**src/rtl/multicycle_ctrl.sv**
```systemverilog
// Multicycle processor main controller.
// A Moore state machine sequences each instruction through fetch, decode and
// class-specific execute/memory/writeback states, drives the datapath
// selects and strobes from the current state, and counts retired
// instructions. The opcode is sampled from DECODE onward.
module multicycle_ctrl (
    input  logic        clk,
    input  logic        rstN,
    input  logic [6:0]  op,
    input  logic        memReady,
    output logic        memReq,
    output logic        adrSrc,
    output logic        irWrite,
    output logic        pcUpdate,
    output logic        branch,
    output logic        regWrite,
    output logic        memWrite,
    output logic [1:0]  resSrc,
    output logic [1:0]  aluSrcA,
    output logic [1:0]  aluSrcB,
    output logic [1:0]  aluOp,
    output logic [1:0]  immSrc,
    output logic [3:0]  state,
    output logic        done,
    output logic        illegal,
    output logic [31:0] instret
);

    localparam logic [6:0] OP_LW   = 7'b0000011;
    localparam logic [6:0] OP_SW   = 7'b0100011;
    localparam logic [6:0] OP_R    = 7'b0110011;
    localparam logic [6:0] OP_I    = 7'b0010011;
    localparam logic [6:0] OP_BEQ  = 7'b1100011;
    localparam logic [6:0] OP_JAL  = 7'b1101111;

    typedef enum logic [3:0] {
        S_FETCH    = 4'd0,
        S_DECODE   = 4'd1,
        S_MEMADR   = 4'd2,
        S_MEMREAD  = 4'd3,
        S_MEMWB    = 4'd4,
        S_MEMWRITE = 4'd5,
        S_EXECUTER = 4'd6,
        S_EXECUTEI = 4'd7,
        S_ALUWB    = 4'd8,
        S_BEQ      = 4'd9,
        S_JAL      = 4'd10
    } state_t;

    state_t      state_reg;
    state_t      state_next;
    logic [31:0] instret_reg;
    logic        op_supported;

    // Opcodes this controller knows how to sequence.
    always_comb begin
        op_supported = 1'b0;
        case (op)
            OP_LW, OP_SW, OP_R, OP_I, OP_BEQ, OP_JAL: op_supported = 1'b1;
            default:                                  op_supported = 1'b0;
        endcase
    end

    // Next-state selection; memory states stall until memReady, and any
    // unused encoding falls back to FETCH.
    always_comb begin
        state_next = S_FETCH;
        case (state_reg)
            S_FETCH:    state_next = memReady ? S_DECODE : S_FETCH;
            S_DECODE: begin
                case (op)
                    OP_LW, OP_SW: state_next = S_MEMADR;
                    OP_R:         state_next = S_EXECUTER;
                    OP_I:         state_next = S_EXECUTEI;
                    OP_BEQ:       state_next = S_BEQ;
                    OP_JAL:       state_next = S_JAL;
                    default:      state_next = S_FETCH;
                endcase
            end
            S_MEMADR:   state_next = (op == OP_SW) ? S_MEMWRITE : S_MEMREAD;
            S_MEMREAD:  state_next = memReady ? S_MEMWB : S_MEMREAD;
            S_MEMWB:    state_next = S_FETCH;
            S_MEMWRITE: state_next = memReady ? S_FETCH : S_MEMWRITE;
            S_EXECUTER: state_next = S_ALUWB;
            S_EXECUTEI: state_next = S_ALUWB;
            S_JAL:      state_next = S_ALUWB;
            S_ALUWB:    state_next = S_FETCH;
            S_BEQ:      state_next = S_FETCH;
            default:    state_next = S_FETCH;
        endcase
    end

    // State register and retired-instruction counter, both cleared by reset.
    always_ff @(posedge clk) begin
        if (!rstN) begin
            state_reg   <= S_FETCH;
            instret_reg <= 32'd0;
        end else begin
            state_reg <= state_next;
            if (done) begin
                instret_reg <= instret_reg + 32'd1;
            end
        end
    end

    // Moore output decode; everything is held at zero while reset is low so
    // the datapath sees no strobe during a reset cycle.
    always_comb begin
        memReq   = 1'b0;
        adrSrc   = 1'b0;
        irWrite  = 1'b0;
        pcUpdate = 1'b0;
        branch   = 1'b0;
        regWrite = 1'b0;
        memWrite = 1'b0;
        resSrc   = 2'b00;
        aluSrcA  = 2'b00;
        aluSrcB  = 2'b00;
        aluOp    = 2'b00;
        immSrc   = 2'b00;
        done     = 1'b0;
        illegal  = 1'b0;
        if (rstN) begin
            case (op)
                OP_SW:   immSrc = 2'b01;
                OP_BEQ:  immSrc = 2'b10;
                OP_JAL:  immSrc = 2'b11;
                default: immSrc = 2'b00;
            endcase
            case (state_reg)
                S_FETCH: begin
                    memReq   = 1'b1;
                    aluSrcB  = 2'b10;
                    resSrc   = 2'b10;
                    irWrite  = memReady;
                    pcUpdate = memReady;
                end
                S_DECODE: begin
                    aluSrcA = 2'b01;
                    aluSrcB = 2'b01;
                    illegal = ~op_supported;
                end
                S_MEMADR: begin
                    aluSrcA = 2'b10;
                    aluSrcB = 2'b01;
                end
                S_MEMREAD: begin
                    memReq = 1'b1;
                    adrSrc = 1'b1;
                end
                S_MEMWB: begin
                    resSrc   = 2'b01;
                    regWrite = 1'b1;
                    done     = 1'b1;
                end
                S_MEMWRITE: begin
                    memReq   = 1'b1;
                    adrSrc   = 1'b1;
                    memWrite = 1'b1;
                    done     = memReady;
                end
                S_EXECUTER: begin
                    aluSrcA = 2'b10;
                    aluOp   = 2'b10;
                end
                S_EXECUTEI: begin
                    aluSrcA = 2'b10;
                    aluSrcB = 2'b01;
                    aluOp   = 2'b10;
                end
                S_ALUWB: begin
                    regWrite = 1'b1;
                    done     = 1'b1;
                end
                S_BEQ: begin
                    aluSrcA = 2'b10;
                    aluOp   = 2'b01;
                    branch  = 1'b1;
                    done    = 1'b1;
                end
                S_JAL: begin
                    aluSrcA  = 2'b01;
                    aluSrcB  = 2'b10;
                    pcUpdate = 1'b1;
                end
                default: begin
                    memReq = 1'b0;
                end
            endcase
        end
    end

    assign state   = state_reg;
    assign instret = instret_reg;

endmodule

```
**config.mk**
```make
export PLATFORM = sky130hd
export DESIGN_NAME = multicycle_ctrl
export DESIGN_NICKNAME = d
export VERILOG_FILES = /design/src/rtl/multicycle_ctrl.sv
export SDC_FILE = /design/constraint.sdc
export NUM_CORES = 1
export LEC_CHECK = 0
export CAP_MARGIN = 30
export CORE_MARGIN = 5
export CORE_UTILIZATION = 43
export DETAILED_ROUTE_END_ITERATION = 10
export PLACE_DENSITY = 0.81
export SLEW_MARGIN = 25
export SYNTH_ARGS = -nofsm -noshare
export SYNTH_HDL_FRONTEND = slang
export SYNTH_SLANG_ARGS = --single-unit
export TNS_END_PERCENT = 10
```
**constraint.sdc**
```tcl
create_clock -name clk -period 2 [get_ports clk]
set_input_delay 0.4 -clock clk [delete_from_list [all_inputs] [get_ports clk]]
set_output_delay 0.4 -clock clk [all_outputs]
set_load 0.03 [all_outputs]
```
Word-level counts from Yosys, hierarchy flattened:

Index checks and enable logic that the tools add are counted.

* output and inout port bits: 55
* input bits: 10
* logic and storage cells: 68
* bits in registers: 36

* mux-type cells: 35
* $add $sub $neg: 1
* reductions and logical operators: 13
* equal/unequal tests: 16
* bitwise gates (word level): 1

Operator list (count)
* $add A32 B1 Y32 const B: 1
* $pmux W4 S6: 1
* $pmux W4 S5: 1
* $mux W1: 18
* $eq A4 B3 Y1 const B: 4
* $pmux W2 S2: 4
* $eq A7 B6 Y1 const B: 2
* $eq A7 B7 Y1 const B: 2
* $eq A4 B4 Y1 const B: 3
* $reduce_or A2 Y1: 6
* $reduce_or A3 Y1: 4
* $mux W2: 5
* $mux W3: 3
* $eq A4 B2 Y1 const B: 2
* $eq A7 B2 Y1 const B: 1
* $eq A7 B5 Y1 const B: 1
* $pmux W2 S3: 1
* $reduce_or A6 Y1: 1
* $eq A4 B1 Y1 const B: 1
* $logic_not A4 Y1: 1
* $pmux W1 S2: 2
* $reduce_or A4 Y1: 1
* $not A1 Y1: 1

Logic depth before layout (Yosys ltp):

* word-level depth: 6
* mapped depth: 8
* mapped depth without buffers: 6

Worst setup path before layout:

OpenSTA, ideal clock, no wires.

* path type: reg-to-output
* start point: reg state_reg[1], in the netlist state[1]
* end point: out irWrite
* cell stages (with the launch flop): 5
* arrival time: 2206 ps
* data required time: 1600 ps
* slack: -606 ps
* path buffers: 1
* path through: dfxtp_1 -> nand2b_1 -> clkbuf_1 -> nor4_1 -> and2_1

* word-level cells in the longest chain between the ends: 3

Ends and longest elaborated chain
* start: declaration: RTL line 50 `state_t state_reg;`
* start signal: assignment: RTL line 99 `state_reg <= state_next;`
* $logic_not A4 Y1: RTL line 130 `case (state_reg)`
* $mux W1: RTL line 130
* $mux W1: RTL line 123 `if (rstN) begin`
* end: declaration: RTL line 13 `output logic irWrite,`

No other way between the ends.

Worst setup path after layout:

* start point: reg state_reg[2], in the netlist state[2]
* end point: out illegal

* word-level cells in the longest chain between the ends: 3

Ends and longest elaborated chain
* $eq A4 B1 Y1: RTL line 130
* $mux W1: RTL line 130
* $mux W1: RTL line 123
* end: declaration: RTL line 25 `output logic illegal,`

No other way between the ends.

==> run_results.csv <==
group,metric,value,unit
outcome,status,"finished with violations",
outcome,violations,"setup timing",
sta,rsz0062_at_grt,"yes",
pwr,clockPowerShare,0.416,
route,vias_per_cell,5.397,
critical_path,reg2reg_to,"instret[30]",
sta,fin_worst_skew,0.004691,ns
synth,ys_seq_area_frac,0.3331,
route,dr.pass1.iters,4,
route,wirelength,6712,um
grt,grt_usage,0.2044,
grt,grt_pass1_vias,2326,
sta,worst_slack,-0.007168,ns
critical_path,regToRegStartpoint,"instret[11]",
synth,synthArstFlopShare,0,
critical_path,cp.required,1.60,ns
critical_path,endpoint_kind,"primary output",
pwr,power_frac_comb,0.112,
pwr,powerDensity,450.1,mW/mm2
die,dieArea,0.006550,mm2
sta,hold_viol_final,0,
pwr,internal_power,1.162,mW
pwr,p_switching,0.3573,mW
route,vias,2445,
route,ant_nets,0,
sta,worst_pin_slew,0.5731,ns
critical_path,r2r_setup_slack,0.08,ns
pwr,power.share.switching,0.2352,
synth,synthFlopType,"dfxtp_1",
grt,grt_max_degree,29,
cells_and_area,final_util,0.7005,
worst_hold_path,hold_class,"register to register",
clocking,postCtsHoldBufs,0,
synth,synth_seq_cells,36,
route,drc,0,
route,drt-initial-drc-count,109,
route,wl_met3,283,um
pwr,ir_worst_vdd,0.0002450,V
cells_and_area,drive_above_1_share,0.2720,
clocking,clk_path_buf_depth,2,
placement,place.gp.congestion,0.8909,
clocking,cts_tree,"done",
worst_hold_path,worstHoldStart,"instret[31]",
worst_hold_path,holdPathStages,2,
pwr,p_total,1.519,mW
sta,post-route-min-period,2.007,ns
critical_path,worstSetupPathType,"register to primary output",
synth,yosysWarnings,0,
die,start_util,0.4491,
die,coreArea,0.004817,mm2
grt,grt_antenna_before_repair,0,
route,wl_met1,2923,um
cells_and_area,antennaDiodeCount,0,
route,routedWlPerCell,14.82,um
sta,setup_violations,3,
pwr,p_leak,1.283,nW
clocking,clockRootBuffer,"clkbuf_8",
grt,grt-ovfl-total,0,
critical_path,worst-path-max-fanout,10,
die,pin_count,65,
synth,syn_nets,293,
clocking,htree_levels,2,
sta,drv_slew,0,
run,drv_cap,0,
die,std_cell_rows,25,
synth,netlist_instances,282,
critical_path,reg2reg_depth,5,
grt,grt_first_pass_wirelength,10700,um
critical_path,start_kind,"register",
synth,syn_area,0.002163,mm2
synth,ys_types,38,
sta,fmax,0.4982,GHz
clocking,clock_latency,0.29,ns
worst_hold_path,min_to,"instret[31]",
sta,maxSlewHeadroom,0.6144,
pwr,p_seq_frac,0.472,
sta,min_period_over_period,1.004,
clocking,cts_buffers,5,
synth,avgSynthCellArea,7.671,um2
route,dr_wl_met2,3412,um
placement,place_hpwl,4736,um
placement,port_buffers,64,
cells_and_area,largest_reg_flops,32,
route,route.top_layer_used,"met4",
die,die_h,80.93,um
critical_path,cp.arrival,1.61,ns
die,die_w,80.93,um
clocking,clkTransAtPathRegs,0.07,ns
synth,synth_edf_count,0,
cells_and_area,syn_to_final_growth,55.99,%
cells_and_area,final_nets,396,
clocking,clock-sinks,36,
## power groups by stage
| stage | Combinational [mW] | Sequential (mW) | Clock, mW |
|---|---|---|---|
| after floorplan | 0.0775 | 0.739 | 0 |
| after global placement | 0.151 | 0.735 | 0 |
| after detailed placement | 0.154 | 0.735 | 0 |
| after CTS | 0.159 | 0.719 | 0.634 |
| after global routing | 0.182 | 0.717 | 0.671 |
| final | 0.170 | 0.717 | 0.632 |
## per-stage QoR
stage	setup slack [ns]	hold WS (ns)	std cells	area (um2)	setup TNS, ns
CTS	-0.1172	0.4842	447	3256	-0.3144
global route	-0.05839	0.5260	453	3374	-0.2575
global placement	-0.3613	0.4585	439	3100	-5.025
floorplan	-0.1944	0.5604	282	2178	-1.122
finish	-0.007168	0.4757	453	3374	-0.01398
detailed placement	-0.4067	0.4734	439	3100	-6.302
## logic make-up after synthesis
logic type | after synthesis | synth area share
buffers and inverters | 17 | 0.03239
and+or+nand+nor | 166 | 0.4205
adders and majority gates | 1 | 0.005783
xor gates and xnor gates | 22 | 0.08907
muxes | 7 | 0.03297
AOI/OAI and AO/OA | 33 | 0.08618
DFF | 36 | 0.3331
## timing repair
action                                  in CTS  in global routing
hold endpoints to repair                     0                  0
endpoints found under the setup margin      22                 15
gates cloned                                 0                  0
setup buffers                                0                  6
pin swaps                                    2                  3
resized for setup                           13                 24
## worst max path at each step
stage / startpoint / end / slack, ns / cells past startpoint
finish: state[2] / illegal / -0.007 / 6
global placement: rstN / instret[30] / -0.36 / 6
floorplan: state[1] / irWrite / -0.19 / 4
global route: state[1] / irWrite / -0.06 / 6
detailed placement: rstN / instret[22] / -0.41 / 6
CTS: memReady / done / -0.12 / 7
## critical path: stages (launching register included)
cell and delay [ns]:
dfxtp_4 0.38, buf_8 0.15, buf_4 0.13, nor2_1 0.19, o2111ai_2 0.14, nor2_1 0.15
buf_4 0.18
## synth_stat cells (2+ instances only)
cell type   n  area (um2)
clkbuf_1   12       45.04
or2_2       2       12.51
or3_1       8       50.05
nand2_1    28       105.1
a32oi_1     2       17.52
o21ai_0    13       65.06
a211oi_1    3       22.52
nand3_1    10       50.05
mux2i_1     6       60.06
nor4b_2     2       30.03
xnor2_1    20       175.2
buf_2       2       10.01
nand4_1    12       75.07
nand2b_1    9       56.30
nor2b_1    10       62.56
nor4_1     11       68.82
and2_1      6       37.54
nor2_1     37       138.9
nor3_1     15       75.07
dfxtp_1    36       720.7
and3_1      4       25.02
inv_1       2       7.510
and4_1      3       26.28
a21oi_1    13       65.06
xor2_1      2       17.52
nor4b_1     2       17.52
## per-layer routing
| metal | up-vias | global-route usage |
|---|---|---|
| met5 | - | 0 |
| li1 | 1206 | - |
| met2 | 69 | 0.3432 |
| met4 | 0 | 0.05236 |
| met3 | 9 | 0.04545 |
| met1 | 1161 | 0.2646 |
## cell usage in the layout, fill, tap and decap left out, drive strengths merged
cell,instances
or4,2
a21oi,13
a32oi,2
inv,2
xor2,2
nand4,13
dlygate4sd2,1
clkbuf,6
dlymetal6s2s,4
buf,66
ha,1
o21a,1
xnor2,20
clkdlybuf4s50,40
mux2,1
dfxtp,36
and2,6
and4,3
nand3b,1
nor4,11
a211oi,3
or2,3
or3,8
nor2b,10
o2111ai,1
nor4b,4
nor3,15
nand2,28
nand2b,10
bufinv,1
nor3b,1
and3,4
nand3,10
clkinv,1
o21ai,13
mux2i,6
nor2,37
## area by class of cell
cell class / instances / area, um2
clock buffer: 6 / 72.57
sequential: 36 / 734.5
tap: 67 / 83.83
timing repair buffer: 111 / 992.2
multi-input combinational: 229 / 1449
clock inverter: 2 / 35.03
inverter: 2 / 7.507
fill: 373 / 1443
Note: power is estimated with default switching activity, not from simulation.
